$ cat src/rtl/ula_seq.sv
// Sequential ALU: single-cycle logic/arithmetic ops plus a WIDTH-cycle
// unsigned shift-add multiplier, with preset, clock enable and async clear.
module ula_seq #(
  parameter int WIDTH = 8
) (
  input  logic             clk,
  input  logic             CLR_n,
  input  logic             PR,
  input  logic             EN,
  input  logic             start,
  input  logic [WIDTH-1:0] A,
  input  logic [WIDTH-1:0] B,
  input  logic [2:0]       OPCODE,
  output logic [WIDTH:0]   s,
  output logic             z,
  output logic             busy,
  output logic             done
);

  localparam int CW = (WIDTH > 2) ? $clog2(WIDTH) : 1;

  typedef enum logic {IDLE, MUL} state_t;

  state_t               state;
  logic [CW-1:0]        cnt;
  logic [2*WIDTH-1:0]   acc;
  logic [2*WIDTH-1:0]   mcand;
  logic [2*WIDTH-1:0]   acc_nxt;
  logic [WIDTH-1:0]     mplier;
  logic [WIDTH:0]       alu_res;
  logic [WIDTH:0]       mul_res;
  logic                 last_iter;
  logic                 accept_mul;

  function automatic logic [WIDTH:0] alu(input logic [2:0] op,
                                         input logic [WIDTH-1:0] a,
                                         input logic [WIDTH-1:0] b);
    case (op)
      3'b000:  alu = {1'b0, a};
      3'b001:  alu = {1'b0, a} + {1'b0, b};
      3'b010:  alu = {1'b0, a} - {1'b0, b};
      3'b011:  alu = {1'b0, a & b};
      3'b100:  alu = {1'b0, a | b};
      3'b110:  alu = {1'b0, ~a};
      3'b111:  alu = {1'b0, ~b};
      default: alu = '0;
    endcase
  endfunction

  // Low half of the product, with bit WIDTH flagging a nonzero high half.
  function automatic logic [WIDTH:0] mul_pack(input logic [2*WIDTH-1:0] p);
    mul_pack = {|p[2*WIDTH-1:WIDTH], p[WIDTH-1:0]};
  endfunction

  assign acc_nxt    = acc + (mplier[0] ? mcand : '0);
  assign alu_res    = alu(OPCODE, A, B);
  assign mul_res    = mul_pack(acc_nxt);
  assign last_iter  = (cnt == CW'(WIDTH - 1));
  assign accept_mul = EN && !PR && start && (state == IDLE) && (OPCODE == 3'b101);

  // Multiplier datapath: operands only matter while in MUL, so no reset.
  always_ff @(posedge clk) begin
    if (accept_mul) begin
      acc    <= '0;
      mcand  <= {{WIDTH{1'b0}}, A};
      mplier <= B;
    end else if (EN && !PR && (state == MUL)) begin
      acc    <= acc_nxt;
      mcand  <= mcand << 1;
      mplier <= mplier >> 1;
    end
  end

  always_ff @(posedge clk or negedge CLR_n) begin
    if (!CLR_n) begin
      state <= IDLE;
      cnt   <= '0;
      s     <= '0;
      z     <= 1'b1;
      busy  <= 1'b0;
      done  <= 1'b0;
    end else if (PR) begin
      state <= IDLE;
      cnt   <= '0;
      s     <= '1;
      z     <= 1'b0;
      busy  <= 1'b0;
      done  <= 1'b0;
    end else if (!EN) begin
      done <= 1'b0;
    end else begin
      done <= 1'b0;
      case (state)
        IDLE: begin
          if (start) begin
            if (OPCODE == 3'b101) begin
              state <= MUL;
              busy  <= 1'b1;
              cnt   <= '0;
            end else begin
              s    <= alu_res;
              z    <= (alu_res == '0);
              done <= 1'b1;
            end
          end
        end
        MUL: begin
          cnt <= cnt + 1'b1;
          if (last_iter) begin
            state <= IDLE;
            cnt   <= '0;
            s     <= mul_res;
            z     <= (mul_res == '0);
            busy  <= 1'b0;
            done  <= 1'b1;
          end
        end
        default: state <= IDLE;
      endcase
    end
  end

endmodule

$ cat config.mk
export PLATFORM = sky130hd
export DESIGN_NAME = ula_seq
export DESIGN_NICKNAME = d
export VERILOG_FILES = /design/src/rtl/ula_seq.sv
export SDC_FILE = /design/constraint.sdc
export NUM_CORES = 1
export LEC_CHECK = 0
export BUFFER_PORTS_ARGS = -buffer_cell sky130_fd_sc_hd__buf_2
export CORE_MARGIN = 5
export CORE_UTILIZATION = 55
export DETAILED_ROUTE_END_ITERATION = 10
export GPL_TIMING_DRIVEN = 0
export PLACE_DENSITY_LB_ADDON = 0.05
export SLEW_MARGIN = 40
export SYNTH_ARGS = -nofsm -noshare
export SYNTH_HDL_FRONTEND = slang
export SYNTH_SLANG_ARGS = --single-unit
$ cat constraint.sdc
create_clock -name clk -period 4 [get_ports clk]
set_input_delay 0.6 -clock clk [delete_from_list [all_inputs] [get_ports clk]]
set_output_delay 0.6 -clock clk [all_outputs]
set_load 0.02 [all_outputs]
; After elaboration in Yosys (flattened, before gate mapping)
; Index checks and enable logic that the tools add are counted.
[totals]
reg_bits = 56
input_bits = 24
output_inout_bits = 12
word_cells = 88
[op_classes]
addsub = 4
eq_ne = 12
n_mux = 42
bitwise = 5
n_reduce_logical = 15
[op_table]
columns = operator, n
row1 = $pmux W9 S7, 1
row2 = $mux W9, 5
row3 = $mux W8, 4
row4 = $mux W1, 20
row5 = $logic_not A9 Y1, 2
row6 = $pmux W9 S2, 1
row7 = $add A16 B16 Y16, 1
row8 = $mux W16, 1
row9 = $not A8 Y8, 2
row10 = $eq A3 B3 Y1 const B, 5
row11 = $mux W3, 5
row12 = $add A8 B8 Y9, 1
row13 = $sub A8 B8 Y9, 1
row14 = $and A8 B8 Y8, 1
row15 = $or A8 B8 Y8, 1
row16 = $pmux W1 S2, 4
row17 = $reduce_and A4 Y1, 2
row18 = $reduce_or A8 Y1, 1
row19 = $eq A3 B2 Y1 const B, 2
row20 = $ne A3 B2 Y1 const B, 2
row21 = $ne A3 B3 Y1 const B, 2
row22 = $pmux W3 S2, 1
row23 = $logic_and A1 B1 Y1, 5
row24 = $reduce_bool A2 Y1, 2
row25 = other kinds (6), 6

; Longest topological paths before layout
; Gate-level depths: netlist (run 1).
[logic_depth]
depth_word = 8
ltp_mapped = 15
depth_no_buf = 14

; Worst setup path after synthesis (run 1)
; OpenSTA, ideal clock, no wires.
[synth_path]
kind = input-to-reg
startpoint = in OPCODE[0]
endpoint = reg z
setup_time_ps = 72
arrival_ps = 3322
t_required_ps = 3928
setup_slack_ps = 606
stages = 14
n_path_buf = 1
path_cell_list = buf_2 inv_1 nand2_1 nor2_1 mux2_2 fa_1 xnor2_1 a221oi_1 o22ai_1 nor4_1 nand2b_1 nor4_1 a32oi_1 o21ai_1
[synth_via]
elab_chain_cells = 8
word_cells_on_any_way = 17
classes_between = 8 x eq/ne / 6 x mux / 3 x reduce/logical
[synth_rtl]
columns = element, line
row1 = "start, declared", 13  ; input logic [2:0] OPCODE,
row2 = "$eq A3 B3 Y1, or another cell as far along", 38  ; case (op)
row3 = $pmux W9 S7, 38
row4 = $logic_not A9 Y1, 102  ; z <= (alu_res == '0);
row5 = $mux W1, 96  ; if (OPCODE == 3'b101) begin
row6 = $mux W1, 95  ; if (start) begin
row7 = $pmux W1 S2, 93  ; case (state)
row8 = $mux W1, 89  ; end else if (!EN) begin
row9 = $mux W1, 82  ; end else if (PR) begin
row10 = "end signal, assigned", 102
row11 = "end signal, assigned", 113  ; z <= (mul_res == '0);
row12 = "end, declared", 15  ; output logic z,
; Several ways; a longest one is shown, not always the timed one. The select of a mux whose other input is x is not followed.
; A chain may end at the register's enable or synchronous reset.

; Final worst setup path (run 1)
; Same ends and word-level chain as after synthesis.

==> impl_results.md, run 1 <==
* H-tree depth at 2
* Status: completed
* Largest delay share family, worst path: compound AO/OA/AOI/OAI gates
* CP startpoint kind: input pin
* Global placer's final weighted congestion at 0.894
* CP Data Arrival Time at 3.93 ns
* Fmax achieved at 0.272 GHz
* Dpl cell area at 4420 sq um
* Post-cts hold buffer count at 0
* IO buf count at 32
* Largest net degree at the start of global routing at 18
* Clock Path Buffers at 2
* Crit path max fanout at 10
* Critical Path Sink Type: flip-flop
* First-pass GRT wire length at 17500 microns
* Clk_lat worst skew at 0.32 ns
* DP HPWL at 8320 microns
* Req. time, crit path at 4.26 ns
* Final setup vio count at 0
* Wire per inst at 17.5 microns
* Library cells used by synthesis at 65
* Root Buffer Master: clkbuf_8
* RSZ-0062 raised after global routing: false
* Post-route cell area at 4550 sq um
* Row cnt at 31
* Final worst path period share at 0.918
* Max transition margin at 0.455
* Worst slew pin tran at 0.818 ns
* Inserted Clock Buffers at 5
* All-layer global routing usage at 0.227
* Post-synthesis async set-or-reset flop share at 0.286
* I/O pin cnt at 36
* Biggest cell delay along the critical path at 0.45 ns
* Leak at 1.90 nW
* CP dominant cell by count: buf_2
* Post-Syn Instances at 483
* Core area at 7290 sq um
* NumNets Final at 576
* Syn Area/Cell at 8.56 sq um
* Highest routed layer: met4
* Netlist area before placement at 4130 sq um
* WL met2 at 5230 microns
* Clk_skew at 0.0184 ns
* TritonCTS clock tree: yes
* Number of global-route vias before repair at 3598
* WL met3 at 567 microns
* Antenna Diode Count at 0
* Cell Count Post-Placement at 614
* Non-filler cells, final at 622
* Pwr/cell area at 298 nW/um^2
* Width of the die at 96.7 microns
* VDD IR max at 157 uV
* # clock sinks at 56
* Fin crit period at 3.67 ns
* Seq/Total Area, Yosys at 0.330
* Syn_nets at 537
* Flop-to-flop setup slack at 0.62 ns
* Seq cells post-synth at 56
* Layout cells sized above 1 at 0.153
* Crit Path Category: in -> reg
* Max cap viols at 0
* Critical-path top delay cell: fa_1
* Total power at 1.36 mW
* Full die area at 9350 sq um
* Area Growth Syn to Fin at 10.0%
* Drt first pass iters at 5
* Hold WC Path Type: in -> async
* Final Hold Fails at 0
* Slew Viols, Final at 0
* GRT overflow at 0
* Final routed DRC violation total at 0
* Drt first-iter violations at 179
* Antenna-violating nets left at 0
* Clock transition at path regs at 0.11 ns
* CP Cell Sequence: buf_2 > buf_2 > inv_1 > nand2_1 > nor2_2 > mux2_2 > fa_1 > nor2b_1 > o31a_1 > a21oi_1 > a221oi_1 > o211ai_1 > nor4_1 > a32oi_1 > o21ai_1
* Initial antenna violation count at 0
* Post-synth EDFFs at 16
* Fillcell total at 710
* DRT Wirelength at 10900 microns
* YS warnings at 0
* M1 wire length at 4870 microns
* Top_reg_cell synth: dfxtp_1
* Mean number of vias per cell at 5.99
* Initial core utilization at 0.567
* CP Buf/Inv Count at 3
* Number of setup buffers added after CTS at 0
* Routed via count at 3723
* Die height at 96.7 microns
## layout by cell type (no fill, tap or decap), drive strengths merged, types with 5 or more instances in the layout
| cell type | instances |
|---|---|
| nor2 | 44 |
| mux2i | 8 |
| mux2 | 16 |
| o21a | 5 |
| ha | 28 |
| dfxtp | 24 |
| clkbuf | 24 |
| and3 | 5 |
| nor3 | 14 |
| a211oi | 6 |
| a32oi | 5 |
| edfxtp | 16 |
| nand2b | 7 |
| o22ai | 9 |
| a21oi | 34 |
| xnor2 | 15 |
| a21o | 6 |
| nand3 | 8 |
| buf | 40 |
| inv | 20 |
| nand2 | 52 |
| dfrtp | 15 |
| and2 | 18 |
| o21ai | 30 |
| a211o | 10 |
| xor2 | 5 |
## per-stage QoR
stage	hold slack (ns)	worst slack, ns	setup TNS [ns]	util
6_report	0.176	0.330	0	0.624
4_1_cts	0.180	0.224	0	0.623
2_1_floorplan	0.304	0.606	0	-
3_5_place_dp	0.454	-0.0813	-0.0813	0.606
5_1_grt	0.189	0.0964	0	0.624
3_3_place_gp	0.443	-0.0369	-0.0369	0.606
## worst reg2reg max path: cells and delay by family (launching register included)
family          cells  cell delay, ns
compound gates      4            0.86
xor+xnor            1            0.17
fa+ha+maj           2            0.58
buf+inv             2            0.39
flops               1            0.48
simple gates        4            0.81
## where the power goes
group / switching [mW] / leakage, nW / internal [mW]
sequential: 0.0129 / 0.529 / 0.606
clock: 0.199 / 0.0636 / 0.226
combinational: 0.188 / 1.31 / 0.124
## synthesized netlist by cell type, types with 6 or more instances
library cell / instances / share of area
mux2_2: 16 / 0.044
inv_1: 20 / 0.018
a21oi_1: 34 / 0.041
ha_1: 28 / 0.085
o21ai_0: 28 / 0.034
edfxtp_1: 16 / 0.12
dfxtp_1: 24 / 0.12
o22ai_1: 9 / 0.014
nor2_1: 44 / 0.040
and2_1: 18 / 0.027
xnor2_1: 15 / 0.032
nand3_1: 8 / 0.0097
mux2i_1: 8 / 0.019
clkbuf_1: 16 / 0.015
nand2_1: 51 / 0.046
dfrtp_1: 15 / 0.091
nor3_1: 14 / 0.017
a211o_1: 10 / 0.021
nand2b_1: 6 / 0.0091
buf_2: 7 / 0.0085
## cell type report
type | count | area [sq um] | share of cell area
Multi-Input combinational cell | 381 | 2580 | 0.567
Clock inverter | 1 | 30.0 | 0.00660
Clock buffer | 7 | 97.6 | 0.0215
Buffer | 25 | 116 | 0.0256
Inverter | 21 | 78.8 | 0.0173
Timing Repair Buffer | 32 | 160 | 0.0352
Sequential cell | 56 | 1360 | 0.300
Tap cell | 99 | 124 | 0.0272
## kinds of logic (layout without fill, tap and decap cells)
| logic type | after synthesis | after routing | share of synthesized area |
|---|---|---|---|
| AOI/OAI and AO/OA | 135 | 135 | 0.221 |
| xor gates and xnor gates | 20 | 20 | 0.0424 |
| adders and majority gates | 30 | 30 | 0.0944 |
| buffers and inverters | 46 | 86 | 0.0472 |
| DFF | 56 | 56 | 0.330 |
| muxes | 24 | 24 | 0.0630 |
| and+or+nand+nor | 172 | 172 | 0.202 |
## metal layers
metal / vias to the layer above / track usage
met1: 1781 / 0.301
met4: 0 / 0.0659
met5: - / 0
li1: 1830 / -
met3: 16 / 0.0324
met2: 96 / 0.383
## sequential cells by signal, summed over array words and instances, names as in the netlist
name    cells
state       1
mplier      8
s           9
cnt         3
z           1
busy        1
mcand      16
done        1
acc        16
## worst paths after layout
path	from	end	cells past startpoint
max in group asynchronous	CLR_n	z	1
setup / recovery	OPCODE[0]	z	15
min in group clk	mcand[11]	mcand[12]	2
hold / removal	CLR_n	cnt[0]	1
hold reg to reg	mcand[11]	mcand[12]	2
setup reg to reg	mplier[0]	s[8]	13
## what timing repair did
item | 4_1_cts | 5_1_grt
hold endpoints to repair | 0 | 0
endpoints found under the setup margin | 0 | 1
gates resized for setup | 0 | 1
(Power assumes the default switching activity.)
==> run 2, diff against run 1 <==
CORE_UTILIZATION = 61   (was 55)
==> run 2 against run 1 <==
Effect of this change:
- first-iteration DRC count rose by 12%
- clock skew decreased by 0.0084 ns
- worst hold slack got worse by 0.0028 ns
- combinational power is essentially flat
- design area down 1.4%
- core utilization increased by 4.7 points
- register-to-register slack worse by 0.03 ns
- total power fell by 8.2%
- sequential share of layout area grew 0.43 points
- flip-flop and latch count is the same
- sequential power about the same
- critical endpoint unchanged
==> impl_results.md, run 2 (synthesized netlist as in run 1, its figures left out) <==
* M1 wire length at 4640 microns
* Fin crit period at 3.83 ns
* Number of setup buffers added after CTS at 0
* Fillcell total at 595
* Req. time, crit path at 4.24 ns
* Mean number of vias per cell at 6.20
* Final Hold Fails at 0
* DRT Wirelength at 10500 microns
* Full die area at 8520 sq um
* Highest routed layer: met4
* Antenna Diode Count at 0
* Final worst path period share at 0.958
* Drt first-iter violations at 201
* Width of the die at 92.3 microns
* Pwr/cell area at 278 nW/um^2
* Status: completed
* Most common cell after layout, fill and taps aside: nand2_1
* Biggest cell delay along the critical path at 0.45 ns
* Global placer's final weighted congestion at 0.912
* Area Growth Syn to Fin at 8.47%
* Critical Path Sink Type: flip-flop
* Largest net degree at the start of global routing at 18
* Final setup vio count at 0
* Largest regs: acc (16), mcand (16), s (9)
* CP Data Arrival Time at 4.07 ns
* Fin Hold WS at 0.173 ns
* Antenna-violating nets left at 0
* Root Buffer Master: clkbuf_8
* CP Capture Point: z
* Drt first pass iters at 4
* NumNets Final at 576
* Initial antenna violation count at 0
* I/O pin cnt at 36
* Clock Path Buffers at 2
* Setup TNS Final at 0 ns
* Number of global-route vias before repair at 3576
* DP HPWL at 8130 microns
* H-tree depth at 2
* Clk_skew at 0.0100 ns
* IO buf count at 32
* Flop-to-flop setup slack at 0.59 ns
* Most frequent cells in the layout: nand2_1, nor2_1, buf_2, a21oi_1
* Layout cells sized above 1 at 0.153
* Worst slew pin tran at 0.780 ns
* All-layer global routing usage at 0.253
* Fin util at 0.671
* Critical path origin: OPCODE[0]
* Critical path depth at 15
* Routed via count at 3737
* Clock transition at path regs at 0.10 ns
* Largest delay share family, worst path: compound AO/OA/AOI/OAI gates
* Max cap viols at 0
* Crit path max fanout at 10
* Dpl cell area at 4390 sq um
* Post-route cell area at 4480 sq um
* Wire per inst at 17.4 microns
* Fmax achieved at 0.261 GHz
* Slew Viols, Final at 0
* # clock sinks at 56
* Row cnt at 30
* R2r worst-path depth at 13
* VDD IR max at 211 uV
* Reg2reg start: mplier[0]
* Critical-path top delay cell: fa_1
* Final routed DRC violation total at 0
* CP dominant cell by count: buf_2
* WL met2 at 5050 microns
* Cell Count Post-Placement at 595
* CP startpoint kind: input pin
* Inserted Clock Buffers at 5
* CP Cell Sequence: buf_2 > buf_2 > inv_1 > nand2_1 > nor2_2 > mux2_2 > fa_1 > nor2b_1 > o31a_1 > a21oi_1 > a221oi_1 > o211ai_1 > nor4_1 > a32oi_1 > o21ai_1
* Die height at 92.3 microns
* Crit Path Category: in -> reg
* Hold WC Path Type: in -> async
* Max transition margin at 0.480
* TritonCTS clock tree: yes
* CP Buf/Inv Count at 3
* WL met3 at 580 microns
* Core area at 6680 sq um
* Leak at 1.89 nW
* Clk_lat worst skew at 0.31 ns
* Non-filler cells, final at 603
* RSZ-0062 raised after global routing: false
* GRT overflow at 0
* First-pass GRT wire length at 17200 microns
* R2r endpoint: s[8]
* Initial core utilization at 0.619
==> run 2: changes by cell type in the layout (fill, tap and decap cells not counted), sizes merged <==
cell | before | now
bufinv | 1 | 0
clkbuf | 24 | 23
clkinv | 1 | 2
inv | 20 | 21
==> run 2: power breakdown <==
| part | switching (mW) | internal, mW |
|---|---|---|
| registers | 0.0131 | 0.606 |
| logic | 0.188 | 0.124 |
| clock network | 0.187 | 0.126 |
| total | 0.389 | 0.856 |
==> run 2: final cells by class <==
cell class | count | area [sq um] | area share
multi-input cells | 381 | 2580 | 0.575
flip-flops and latches | 56 | 1360 | 0.304
repair buffers | 32 | 160 | 0.0357
plain buffers | 25 | 116 | 0.0259
well taps | 80 | 100 | 0.0223
inverters | 21 | 78.8 | 0.0176
clock buffers | 6 | 72.6 | 0.0162
clock inverters | 2 | 15.0 | 0.00335
==> run 2: timing repair <==
item	4_1_cts	5_1_grt
endpoints found under the setup margin	0	1
endpoints found under the hold margin	0	0
gates resized for setup	0	1
hold buffers	0	0
==> run 2: through the flow <==
stage / worst slack (ns) / total power, mW
finish: 0.168 / 1.24
global route: 0.0745 / 1.31
CTS: 0.145 / 1.25
detailed placement: -0.168 / 0.937
global placement: -0.0344 / 0.928
floorplan: 0.606 / 0.849
==> run 2: layer usage <==
| layer | vias up | GRT usage |
|---|---|---|
| li1 | 1834 | - |
| met1 | 1751 | 0.327 |
| met2 | 131 | 0.435 |
| met3 | 21 | 0.0349 |
| met4 | 0 | 0.0854 |
| met5 | - | 0 |
==> run 2: how the worst min path moves through the flow <==
stage	from	cells past startpoint	slack (ns)	endpoint
floorplan	CLR_n	0	0.30	busy
global placement	mcand[7]	2	0.45	mcand[8]
detailed placement	acc[3]	2	0.46	acc[3]
CTS	CLR_n	1	0.18	cnt[1]
global route	CLR_n	1	0.17	cnt[0]
finish	CLR_n	1	0.17	done
